**src/rtl/lpf_mem_port_if.sv**
```systemverilog
// rtl/lpf_mem_port_if.sv - request/response bundle between the lpf initiator and the memory port
// Signals:
//   lpf_flag        request valid, held by the initiator until done_lpf
//   lpf_wr          1 = write, 0 = read
//   lpf_x, lpf_y    pixel column / row
//   lpf_bank        frame-buffer bank select
//   lpf_pixel_write write word
//   done_lpf        one-cycle completion pulse
//   lpf_pixel_read  read word, held until the next read completes
// Modports: master = initiator side, slave = memory port side.
interface lpf_mem_port_if #(
  parameter int LOG_WIDTH  = 10,
  parameter int LOG_HEIGHT = 9,
  parameter int LOG_MEM    = 36
) ();
  logic                  lpf_flag;
  logic                  lpf_wr;
  logic [LOG_WIDTH-1:0]  lpf_x;
  logic [LOG_HEIGHT-1:0] lpf_y;
  logic                  lpf_bank;
  logic [LOG_MEM-1:0]    lpf_pixel_write;
  logic                  done_lpf;
  logic [LOG_MEM-1:0]    lpf_pixel_read;

  modport master (
    output lpf_flag, lpf_wr, lpf_x, lpf_y, lpf_bank, lpf_pixel_write,
    input  done_lpf, lpf_pixel_read
  );

  modport slave (
    input  lpf_flag, lpf_wr, lpf_x, lpf_y, lpf_bank, lpf_pixel_write,
    output done_lpf, lpf_pixel_read
  );
endinterface

```
**src/rtl/lpf_mem_port.sv**
```systemverilog
// rtl/lpf_mem_port.sv - memory-side responder for the lpf pixel port onto a pipelined ZBT SRAM
// Ports:
//   clock, reset  system clock, synchronous active-high reset
//   lpf           lpf_mem_port_if.slave request/response bundle
//   ram_addr      ZBT word address
//   ram_we_b      ZBT write enable, active-low
//   ram_wdata     ZBT write data
//   ram_oe        drive-enable for ram_wdata onto the shared data bus
//   ram_rdata     ZBT read data
// One transaction at a time: sample, address, wait, data, done (4-cycle latency).
module lpf_mem_port #(
  parameter int IMAGE_WIDTH  = 640,
  parameter int IMAGE_HEIGHT = 480,
  parameter int LOG_WIDTH    = 10,
  parameter int LOG_HEIGHT   = 9,
  parameter int LOG_MEM      = 36,
  parameter int LOG_ADDR     = 19,
  parameter int BANK_OFFSET  = 153600
) (
  input  logic                clock,
  input  logic                reset,
  lpf_mem_port_if.slave       lpf,
  output logic [LOG_ADDR-1:0] ram_addr,
  output logic                ram_we_b,
  output logic [LOG_MEM-1:0]  ram_wdata,
  output logic                ram_oe,
  input  logic [LOG_MEM-1:0]  ram_rdata
);

  typedef enum logic [2:0] {IDLE, ADDR, WAIT, DATA, DONE} state_t;

  state_t state, state_next;

  logic                wr_q;
  logic                oor_q;
  logic [LOG_ADDR-1:0] addr_q;
  logic [LOG_MEM-1:0]  wdata_q;
  logic [LOG_MEM-1:0]  pixel_read_q;

  logic [LOG_WIDTH-1:0]  req_x;
  logic [LOG_HEIGHT-1:0] req_y;
  logic [LOG_ADDR-1:0]   y_ext;
  logic [LOG_ADDR-1:0]   x_half;
  logic [LOG_ADDR-1:0]   req_addr;
  logic                  req_oor;
  logic                  done;

  assign req_x  = lpf.lpf_x;
  assign req_y  = lpf.lpf_y;
  assign y_ext  = LOG_ADDR'(req_y);
  // x[0] picks the pixel within the word; the initiator handles that half itself
  assign x_half = LOG_ADDR'(req_x >> 1);
  // y*320 as two shifts so no multiplier is needed
  assign req_addr = (lpf.lpf_bank ? LOG_ADDR'(BANK_OFFSET) : '0)
                  + (y_ext << 8) + (y_ext << 6) + x_half;
  assign req_oor  = (int'(req_x) >= IMAGE_WIDTH) || (int'(req_y) >= IMAGE_HEIGHT);

  assign ram_addr           = addr_q;
  assign lpf.done_lpf       = done;
  assign lpf.lpf_pixel_read = pixel_read_q;

  always_ff @(posedge clock) begin
    if (reset) state <= IDLE;
    else       state <= state_next;
  end

  always_ff @(posedge clock) begin
    if (reset) begin
      wr_q         <= 1'b0;
      oor_q        <= 1'b0;
      addr_q       <= '0;
      wdata_q      <= '0;
      pixel_read_q <= '0;
    end else begin
      if (state == IDLE && lpf.lpf_flag) begin
        wr_q    <= lpf.lpf_wr;
        oor_q   <= req_oor;
        addr_q  <= req_addr;
        wdata_q <= lpf.lpf_pixel_write;
      end
      // Capture at the end of DATA so the word is already visible in DONE
      if (state == DATA && !wr_q)
        pixel_read_q <= oor_q ? '0 : ram_rdata;
    end
  end

  always_comb begin
    state_next = state;
    done       = 1'b0;
    ram_we_b   = 1'b1;
    ram_oe     = 1'b0;
    ram_wdata  = '0;
    case (state)
      IDLE: if (lpf.lpf_flag) state_next = ADDR;
      ADDR: begin
        ram_we_b   = ~(wr_q & ~oor_q);
        state_next = WAIT;
      end
      WAIT: state_next = DATA;
      DATA: begin
        if (wr_q && !oor_q) begin
          ram_oe    = 1'b1;
          ram_wdata = wdata_q;
        end
        state_next = DONE;
      end
      // The initiator's flag is still high here from the finished request
      DONE: begin
        done       = 1'b1;
        state_next = IDLE;
      end
      default: state_next = IDLE;
    endcase
    // Release the bus in the same cycle reset is raised
    if (reset) begin
      done      = 1'b0;
      ram_we_b  = 1'b1;
      ram_oe    = 1'b0;
      ram_wdata = '0;
    end
  end

endmodule

```
**src/flat_wrapper.sv**
```systemverilog
// flat-port wrapper written by rule: the top's interface ports become plain ports
module lpf_mem_port_flat 
#(
  parameter int IMAGE_WIDTH  = 640,
  parameter int IMAGE_HEIGHT = 480,
  parameter int LOG_WIDTH    = 10,
  parameter int LOG_HEIGHT   = 9,
  parameter int LOG_MEM      = 36,
  parameter int LOG_ADDR     = 19,
  parameter int BANK_OFFSET  = 153600
)
  (clock, reset, ram_addr, ram_we_b, ram_wdata, ram_oe, ram_rdata, lpf_lpf_flag, lpf_lpf_wr, lpf_lpf_x, lpf_lpf_y, lpf_lpf_bank, lpf_lpf_pixel_write, lpf_done_lpf, lpf_lpf_pixel_read);
  lpf_mem_port_if #(.LOG_WIDTH(LOG_WIDTH), .LOG_HEIGHT(LOG_HEIGHT), .LOG_MEM(LOG_MEM)) lpf_i ();
  input  logic clock;
  input  logic reset;
  output logic [LOG_ADDR-1:0] ram_addr;
  output logic ram_we_b;
  output logic [LOG_MEM-1:0] ram_wdata;
  output logic ram_oe;
  input  logic [LOG_MEM-1:0] ram_rdata;
  input wire logic [$bits(lpf_i.lpf_flag)-1:0] lpf_lpf_flag;
  input wire logic [$bits(lpf_i.lpf_wr)-1:0] lpf_lpf_wr;
  input wire logic [$bits(lpf_i.lpf_x)-1:0] lpf_lpf_x;
  input wire logic [$bits(lpf_i.lpf_y)-1:0] lpf_lpf_y;
  input wire logic [$bits(lpf_i.lpf_bank)-1:0] lpf_lpf_bank;
  input wire logic [$bits(lpf_i.lpf_pixel_write)-1:0] lpf_lpf_pixel_write;
  output wire logic [$bits(lpf_i.done_lpf)-1:0] lpf_done_lpf;
  output wire logic [$bits(lpf_i.lpf_pixel_read)-1:0] lpf_lpf_pixel_read;
  assign lpf_i.lpf_flag = lpf_lpf_flag;
  assign lpf_i.lpf_wr = lpf_lpf_wr;
  assign lpf_i.lpf_x = lpf_lpf_x;
  assign lpf_i.lpf_y = lpf_lpf_y;
  assign lpf_i.lpf_bank = lpf_lpf_bank;
  assign lpf_i.lpf_pixel_write = lpf_lpf_pixel_write;
  assign lpf_done_lpf = lpf_i.done_lpf;
  assign lpf_lpf_pixel_read = lpf_i.lpf_pixel_read;
  lpf_mem_port #(.IMAGE_WIDTH(IMAGE_WIDTH), .IMAGE_HEIGHT(IMAGE_HEIGHT), .LOG_WIDTH(LOG_WIDTH), .LOG_HEIGHT(LOG_HEIGHT), .LOG_MEM(LOG_MEM), .LOG_ADDR(LOG_ADDR), .BANK_OFFSET(BANK_OFFSET)) u_core (.clock(clock), .reset(reset), .lpf(lpf_i), .ram_addr(ram_addr), .ram_we_b(ram_we_b), .ram_wdata(ram_wdata), .ram_oe(ram_oe), .ram_rdata(ram_rdata));
endmodule
```
**config.mk**
```make
export PLATFORM = sky130hd
export DESIGN_NAME = lpf_mem_port_flat
export DESIGN_NICKNAME = d
export VERILOG_FILES = /design/src/rtl/lpf_mem_port_if.sv /design/src/rtl/lpf_mem_port.sv /design/src/flat_wrapper.sv
export SDC_FILE = /design/constraint.sdc
export NUM_CORES = 1
export LEC_CHECK = 0
export CORE_MARGIN = 1
export CORE_UTILIZATION = 47
export CTS_BUF_LIST = sky130_fd_sc_hd__clkbuf_2
export DETAILED_ROUTE_END_ITERATION = 12
export PLACE_DENSITY = 0.89
export SYNTH_ARGS = -nofsm -noshare
export SYNTH_HDL_FRONTEND = slang
export SYNTH_SLANG_ARGS = --single-unit
```
**constraint.sdc**
```tcl
create_clock -name clock -period 4.1 [get_ports clock]
set_input_delay 0.82 -clock clock [delete_from_list [all_inputs] [get_ports clock]]
set_output_delay 0.82 -clock clock [all_outputs]
set_load 0.02 [all_outputs]
```
Yosys cells after proc, flatten, opt, wreduce, memory -nomap -nowiden
Cells that the tools add are included.
{ "word_totals": {"register_bits": 96, "inputBits": 96, "output_inout_bits": 94, "wordCells": 40} }
{ "op_classes": {"addsub": 3, "order_cmp": 2, "n_eq_ne": 5, "n_mux": 14, "bitwise": 3, "reduce_logical": 7} }
{ "op_table": {"columns": ["op", "n"], "rows": [
  ["$mux 36", 4],
  ["$add 19x15->19", 1],
  ["$add 19x17->19", 1],
  ["$add 19x9->19", 1],
  ["$mux 18", 1],
  ["$pmux 3 s4", 1],
  ["$ge 10x10->1 const B", 1],
  ["$ge 9x9->1 const B", 1],
  ["$mux 1", 7],
  ["$eq 3x2->1 const B", 2],
  ["$eq 3x1->1 const B", 1],
  ["$eq 3x3->1 const B", 1],
  ["$logic_and 1x1->1", 3],
  ["$logic_not 3->1", 1],
  ["$mux 3", 1],
  ["$logic_not 1->1", 2],
  ["$ne 2x2->1 const B", 1],
  ["$not 1->1", 2],
  ["$and 1x1->1", 1],
  ["$logic_or 1x1->1", 1]
]} }

Logic depth before layout (Yosys ltp)
Gate-level depths: netlist of the first run.
{ "depth": {"depth_word": 5, "ltp_mapped": 9, "mapped_depth_nobuf": 9} }

Worst setup path before layout of the first run
OpenSTA, ideal clock, no wires.
{ "synth_path": {"kind": "input to output", "from": "in reset", "to": "out ram_wdata[26]", "arrival_time_ps": 2141, "required_ps": 3280, "setup_slack_ps": 1139, "path_stages": 4, "path_buffers": 2, "path_cell_list": "clkbuf_1 nor4_2 clkbuf_1 and2_1"} }
{ "synth_via": {"elab_chain_len": 1} }
{ "synth_lines": {"columns": ["element", "line", "rtl"], "rows": [
  ["from (decl)", "flat_wrapper.sv:15", "input logic reset;"],
  ["$mux 36", "lpf_mem_port.sv:115", "if (reset) begin"],
  ["to (decl)", "flat_wrapper.sv:18", "output logic [LOG_MEM-1:0] ram_wdata;"]
]} }
No other way between the ends.

Worst setup path in the final report of the first run
{ "layout_path": {"from": "reg u_core.oor_q", "to": "out ram_wdata[20]"} }
{ "layout_via": {"elab_chain_len": 5} }
{ "layout_lines": {"columns": ["element", "line", "rtl"], "rows": [
  ["from (decl)", "lpf_mem_port.sv:35", "logic oor_q;"],
  ["from (signal assigned)", "lpf_mem_port.sv:77", "oor_q <= req_oor;"],
  ["$logic_not 1->1", "lpf_mem_port.sv:101", "if (wr_q && !oor_q) begin"],
  ["$logic_and 1x1->1", "lpf_mem_port.sv:101", null],
  ["$mux 36", "lpf_mem_port.sv:101", null],
  ["$mux 36", "lpf_mem_port.sv:93", "case (state)"],
  ["$mux 36", "lpf_mem_port.sv:115", null]
]} }
No other way between the ends.

==> results of run 1 <==
-- report_power, final --
group | internal (mW) | switching (mW) | total [mW]
clock network | 0.212 | 0.312 | 0.524
logic | 0.236 | 0.248 | 0.484
registers | 0.996 | 0.0337 | 1.03
total | 1.44 | 0.594 | 2.04
-- flip-flops by register name, indices dropped and copies added (netlist names) --
register,flops
u_core.lpf.lpf_pixel_read,36
u_core.wdata_q,36
u_core.oor_q,1
u_core.wr_q,1
u_core.ram_addr,19
u_core.state,3
-- worst min-delay path by stage --
stage	startpoint	to	depth (start not counted)
after CTS	u_core.wdata_q[20]$_SDFFE_PP0P_	u_core.wdata_q[20]$_SDFFE_PP0P_	2
after floorplan	u_core.wdata_q[0]$_SDFFE_PP0P_	u_core.wdata_q[0]$_SDFFE_PP0P_	2
after global routing	u_core.wdata_q[18]$_SDFFE_PP0P_	u_core.wdata_q[18]$_SDFFE_PP0P_	2
final	u_core.wdata_q[18]$_SDFFE_PP0P_	u_core.wdata_q[18]$_SDFFE_PP0P_	2
after detailed placement	u_core.wdata_q[4]$_SDFFE_PP0P_	u_core.wdata_q[4]$_SDFFE_PP0P_	2
after global placement	u_core.wdata_q[18]$_SDFFE_PP0P_	u_core.wdata_q[18]$_SDFFE_PP0P_	2
-- logic make-up (layout without fill, tap and decap cells) --
family / count (synthesis) / in the layout / synth area share (%)
and+or+nand+nor: 253 / 253 / 29.3
AOI/OAI and AO/OA: 114 / 114 / 13.8
DFF: 96 / 96 / 43.9
buffers and inverters: 59 / 230 / 5.48
adders and majority gates: 19 / 19 / 6.28
xor gates and xnor gates: 5 / 5 / 1.00
muxes: 1 / 1 / 0.228
-- cells in the final DEF (no fill, tap or decap), drive strengths merged, types with 2 or more instances in the layout --
| cell type | n |
|---|---|
| clkbuf | 12 |
| and2 | 37 |
| a211oi | 3 |
| or4 | 2 |
| xor2 | 3 |
| buf | 10 |
| nor4b | 2 |
| nor3b | 5 |
| inv | 18 |
| xnor2 | 2 |
| fa | 5 |
| clkdlybuf4s50 | 187 |
| a211o | 2 |
| nand4 | 2 |
| a21oi | 96 |
| nor3 | 5 |
| bufinv | 2 |
| dfxtp | 96 |
| nor4 | 5 |
| nand3b | 37 |
| ha | 14 |
| nand2 | 141 |
| nor2 | 8 |
| nand2b | 4 |
| nand3 | 2 |
| o21ai | 5 |
-- final cells by class --
cell class,count,area [um2]
Fill cell,690,2440
Multi-Input combinational cell,392,2240
Timing Repair Buffer,197,1950
Sequential cell,96,1920
Tap cell,108,135
Clock inverter,4,76.3
Inverter,17,63.8
Clock buffer,12,60.1
-- routing by layer --
metal,part of all wire (%),GRT usage [%],up-vias
met3,6.7,5.39,26
met4,2.6,10.8,0
li1,-,-,2153
met2,50,44.0,168
met1,40,28.6,2022
met5,0,0,-
-- stage by stage --
| step | setup slack (ns) | util, % | cells |
|---|---|---|---|
| 2_1_floorplan | 1.14 | - | 547 |
| 3_3_place_gp | 0.494 | 71.0 | 810 |
| 3_5_place_dp | 0.491 | 71.0 | 810 |
| 4_1_cts | 0.603 | 72.5 | 826 |
| 5_1_grt | 0.443 | 72.5 | 826 |
| 6_report | 0.670 | 72.5 | 826 |
-- critical path, cell delays in order (launching register included) --
cell                              delay (ns)
sky130_fd_sc_hd__dfxtp_1                0.35
sky130_fd_sc_hd__buf_4                  0.22
sky130_fd_sc_hd__nand2b_1               0.22
sky130_fd_sc_hd__nor4_4                 0.24
sky130_fd_sc_hd__buf_4                  0.29
sky130_fd_sc_hd__and2_1                 0.18
sky130_fd_sc_hd__clkdlybuf4s50_1        0.60
==> run summary, run 1 <==
## Pwr
* 316 mW/mm2 — Power Dens Cells
* 2.04 mW — total power
* 2.38 nW — Leakage
* 0.222 mV — largest vdd supply drop

## Worst setup path
* 5 — depth of the worst register-to-register path
* 2.61 ns — arrival time of the worst setup path
* u_core.state[0]$_SDFFE_PP0P_ — startpoint of the lowest-slack register-to-register path
* 38 — worst-path fanout max
* ram_wdata[20] — capturing element of the worst setup path
* 1.74 ns — reg-to-reg slack, setup
* reg2out — kind of critical path
* u_core.oor_q$_SDFFE_PP0P_ — beginning of the critical path
* 3.28 ns — Req. time, crit path
* u_core.lpf.lpf_pixel_read[9]$_SDFFE_PP0P_ — end of the worst register-to-register path
* flip-flop — kind of start point of the critical path
* output port — element type at the critical path end

## Placed design
* 0.00631 mm2 — instance area at placement
* 0.880 — Routability Congestion
* 8.66 mm — estimated wirelength of the detail-placed design
* 188 — buffers added on ports

## Floorplanning
* 98.6 um — overall die width
* 98.6 um — height of the die
* 34 — number of standard-cell rows in the floorplan
* 0.00889 mm2 — Core ar.
* 190 — IO Count
* 49.3% — starting density of the core
* 0.00971 mm2 — die area

## Run
* 0 — max_cap viols

## Synthesis
* sky130_fd_sc_hd__dfxtp_1 — largest area contributor in the synthesized netlist
* 0 — number of enable flip-flop cells after synthesis
* sky130_fd_sc_hd__nand2_1, sky130_fd_sc_hd__a21oi_1, sky130_fd_sc_hd__dfxtp_1, sky130_fd_sc_hd__and2_1, sky130_fd_sc_hd__nand3b_1 — cell types with the highest counts after synthesis
* 0% — share of async-settable or async-resettable flops after synthesis
* 662 — post-synth net total
* 43.9% — share of the synthesized area in the top cell type
* sky130_fd_sc_hd__dfxtp_1 — Main synth FF type
* 547 — instance count of the mapped netlist
* 8.01 um2 — mean area per synthesized cell
* 96 — post-synthesis register bit count
* sky130_fd_sc_hd__dfxtp_1, sky130_fd_sc_hd__nand2_1, sky130_fd_sc_hd__a21oi_1 — leading post-synthesis cells by cell area
* sky130_fd_sc_hd__nand2_1 — most repeated cell in the gate-level netlist after synthesis
* 0.00438 mm2 — post-synthesis instance area
* 43.9% — sequential fraction of the synthesis area
* 41 — Yosys cell types
* 0 — number of synthesis warnings

## Clock tree
* 0 — number of setup buffers added after CTS
* sky130_fd_sc_hd__clkbuf_2 — clock root buffer master
* 0 — Post-CTS Resized
* 9 — number of buffers added by the clock tree synthesis step
* 0 — Post-CTS Hold Fix Bufs
* done — TritonCTS clock tree
* 0.53 ns — clock insertion delay at the later pin of the skew report
* 2 — number of buffers on the longest clock path
* 3 — level count of the clock H-tree
* 0.22 ns — Clk pin slew, worst setup/hold paths
* 96 — count of clock tree sinks

## STA
* 0.464 ns — worst hold margin
* 292 MHz — fmax
* 0 — Hold Vio Cnt, Final
* no — unrepaired setup endpoints after global routing
* 83.7% — share of the cycle needed by the critical path after routing
* 15.0% — Slew HR
* 0 — final number of setup-violating endpoints
* 3.43 ns — final critical path time including I/O delays and setup
* 0 ns — Total Negative Setup Slacks
* 1.27 ns — slew at the pin closest to its max-slew limit
* 0 — number of pins exceeding their max-slew limit in the final report
* 0.0372 ns — Clock Skews

## Global routing
* 19.7 mm — first-pass GRT wire length
* 0 — number of antenna violations at the first check in global routing
* 4278 — via count of the first global-routing pass
* 24.7% — global routing usage summed across all routing layers
* 88 — pin count of the biggest net entering global routing
* 0 — global route overflow

## Layout
* 828 — Final nets
* 47.1% — area delta synth->final
* 0 — n_diodes
* 0.00645 mm2 — total non-filler cell area in the finished layout
* 4.18% — ratio of cells with drive above 1 in the final layout

## Status
* finished clean — run status

## Detailed routing
* 14.6 um — routed len/inst
* 0 — Post-DRT Antenna Nets
* 159 — violation count after the first detailed-routing iteration
* 4369 — via total after detailed routing
* 5.29 — post-detailed-route via-to-cell ratio
* 0 — DRC violations left
* 12.0 mm — detailed-route wire length
* 5 — total iterations of the first detailed-routing run

## Worst hold path
* reg2reg — worst min-delay path category

(Power assumes the default switching activity.)
==> inputs of run 2 (changes only) <==
CORE_UTILIZATION = 39   (was 47)
PLACE_DENSITY = 0.79   (was 0.89)
clock period = 3 ns   (was 4.1 ns; I/O delays follow)
==> run summary, run 2 (synthesized netlist as in run 1, its figures left out) <==
## Status
* finished clean — run status

## Clock tree
* 0.28 ns — Clk pin slew, worst setup/hold paths, +0.06 ns
* 3 — level count of the clock H-tree, unchanged
* done — TritonCTS clock tree
* 0 — number of setup buffers added after CTS, unchanged
* 43 — Post-CTS Resized, +43
* 2 — number of buffers on the longest clock path, unchanged
* 96 — count of clock tree sinks, unchanged
* sky130_fd_sc_hd__clkbuf_2 — clock root buffer master
* 0.56 ns — clock insertion delay at the later pin of the skew report, +0.03 ns
* 0 — Post-CTS Hold Fix Bufs, unchanged
* 9 — number of buffers added by the clock tree synthesis step, unchanged

## Layout
* 49.6% — area delta synth->final
* 979 — Fillers, +42%
* 0 — n_diodes, unchanged
* 844 — Final nets, +1.9%
* 874 — Post-Layout Cell Count, +5.8%
* sky130_fd_sc_hd__clkdlybuf4s50_1, sky130_fd_sc_hd__nand2_1, sky130_fd_sc_hd__a21oi_1 — commonest cells after routing, fill and taps aside
* sky130_fd_sc_hd__clkdlybuf4s50_1 — leading cell type in the layout, fill and taps excluded
* 6.68% — ratio of cells with drive above 1 in the final layout, +2.5 points

## STA
* no — unrepaired setup endpoints after global routing
* 18.1% — Slew HR, +3.0 points
* 0.192 ns — final setup slack of the worst path, -0.478 ns
* 0 — number of pins exceeding their max-slew limit in the final report, unchanged
* 0.467 ns — worst hold margin, +0.00360 ns
* 0 — final number of setup-violating endpoints, unchanged
* 356 MHz — fmax
* 1.23 ns — slew at the pin closest to its max-slew limit, -0.0412 ns
* 0.0339 ns — Clock Skews, -0.00334 ns
* 93.6% — share of the cycle needed by the critical path after routing
* 2.81 ns — final critical path time including I/O delays and setup
* 0 — Hold Vio Cnt, Final, unchanged

## Pwr
* 2.75 mW — total power, +35%
* 0.222 mV — largest vdd supply drop, about the same
* 2.62 nW — Leakage, +10%
* 420 mW/mm2 — Power Dens Cells, +33%

## Global routing
* 24.6% — met1 Use GR, -4.0 points
* 35.6% — met2 GRT Util, -8.4 points
* 69 — pin count of the biggest net entering global routing, -22%
* 4196 — via count of the first global-routing pass, -1.9%
* 6.81% — global-route track usage on met3, +1.4 points
* 21.2% — global routing usage summed across all routing layers, -3.5 points
* 0 — number of antenna violations at the first check in global routing, unchanged
* 19.6 mm — first-pass GRT wire length, -0.49%
* 0 — global route overflow, unchanged
* met2 — most crowded layer after global routing

## Floorplanning
* 0.0109 mm2 — Core ar., +22%
* 108 um — overall die width, +9.6%
* 190 — IO Count, unchanged
* 0.0117 mm2 — die area, +20%
* 38 — number of standard-cell rows in the floorplan, +12%
* 40.2% — starting density of the core, -9.0 points
* 108 um — height of the die, +9.6%

## Detailed routing
* 290 — violation count after the first detailed-routing iteration, +82%
* 0 — Post-DRT Antenna Nets, unchanged
* 5.07 — post-detailed-route via-to-cell ratio, -4.2%
* 5 — total iterations of the first detailed-routing run, unchanged
* 4430 — via total after detailed routing, +1.4%
* 12.5 mm — detailed-route wire length, +3.7%
* 0 — DRC violations left, unchanged
* 14.3 um — routed len/inst, -2.0%

## Worst setup path
* 2.21 ns — arrival time of the worst setup path, -0.40 ns
* 9 — worst-path fanout max, -76%
* output port — element type at the critical path end
* 2.40 ns — Req. time, crit path, -0.88 ns
* flip-flop — kind of start point of the critical path
* reg2out — kind of critical path
* 1.01 ns — reg-to-reg slack, setup, -0.73 ns

## Placed design
* -0.252 ns — worst slack at placement, -0.743 ns
* 858 — cell total after placement, +5.9%
* 8.96 mm — estimated wirelength of the detail-placed design, +3.5%
* 188 — buffers added on ports, unchanged
* 0.890 — Routability Congestion, +1.1%

## Worst hold path
* reg2reg — worst min-delay path category

## Run
* 0 — max_cap viols, unchanged

run 2: cell types whose count changed in the layout (fill, tap and decap cells not counted):
| cell | change |
|---|---|
| sky130_fd_sc_hd__dfxtp_1 | -4 |
| sky130_fd_sc_hd__clkinv_4 | +2 |
| sky130_fd_sc_hd__clkinv_1 | +1 |
| sky130_fd_sc_hd__clkinvlp_4 | -1 |
| sky130_fd_sc_hd__dfxtp_2 | +2 |
| sky130_fd_sc_hd__buf_6 | +1 |
| sky130_fd_sc_hd__dlygate4sd2_1 | +36 |
| sky130_fd_sc_hd__dfxtp_4 | +2 |
| sky130_fd_sc_hd__bufinv_16 | -1 |
| sky130_fd_sc_hd__clkinv_2 | +2 |
| sky130_fd_sc_hd__clkdlybuf4s50_1 | -36 |
| sky130_fd_sc_hd__clkbuf_2 | -3 |
| sky130_fd_sc_hd__buf_4 | +15 |
run 2: worst paths after layout:
kind / from / end / depth (start not counted)
worst max-delay path: u_core.state[0]$_SDFFE_PP0P_ / ram_oe / 4
worst min-delay path: u_core.wdata_q[10]$_SDFFE_PP0P_ / u_core.wdata_q[10]$_SDFFE_PP0P_ / 2
worst max register to register: u_core.state[0]$_SDFFE_PP0P_ / u_core.lpf.lpf_pixel_read[2]$_SDFFE_PP0P_ / 4
worst min register to register: u_core.wdata_q[10]$_SDFFE_PP0P_ / u_core.wdata_q[10]$_SDFFE_PP0P_ / 2
run 2: cell type report:
| class | count | area [um2] | share of cell area (%) |
|---|---|---|---|
| clock buffer | 9 | 45.0 | 0.687 |
| timing repair buffer | 213 | 2030 | 30.9 |
| clock inverter | 7 | 70.1 | 1.07 |
| multi-input combinational | 392 | 2240 | 34.2 |
| sequential | 96 | 1930 | 29.5 |
| inverter | 17 | 63.8 | 0.973 |
| tap | 140 | 175 | 2.67 |
run 2: routing by layer:
layer  vias to the layer above  wire [um]  share of wire (%)
met5                         -          0                  0
met4                         0        430                3.4
met3                        36        944                7.6
met2                       166       5930                 47
met1                      2046       5180                 42
li1                       2182          -                  -
run 2: metrics by stage:
step	util [%]	TNS (ns)	cell area, um2
after global routing	60.2	0	6560
after global placement	59.4	-1.05	6470
after CTS	60.2	0	6560
final	60.2	0	6560
after floorplan	-	0	4380
after detailed placement	59.4	-1.57	6470
run 2: worst max-delay path, cell delays in order, from the launching register on:
cell	delay, ns
sky130_fd_sc_hd__dfxtp_4	0.46
sky130_fd_sc_hd__nand2_1	0.16
sky130_fd_sc_hd__nor4_4	0.20
sky130_fd_sc_hd__buf_4	0.20
sky130_fd_sc_hd__clkdlybuf4s50_1	0.62
run 2: power by group:
group / total (mW) / internal [mW] / switching [mW]
clock: 0.646 / 0.194 / 0.452
combinational: 0.696 / 0.348 / 0.347
sequential: 1.41 / 1.36 / 0.0478
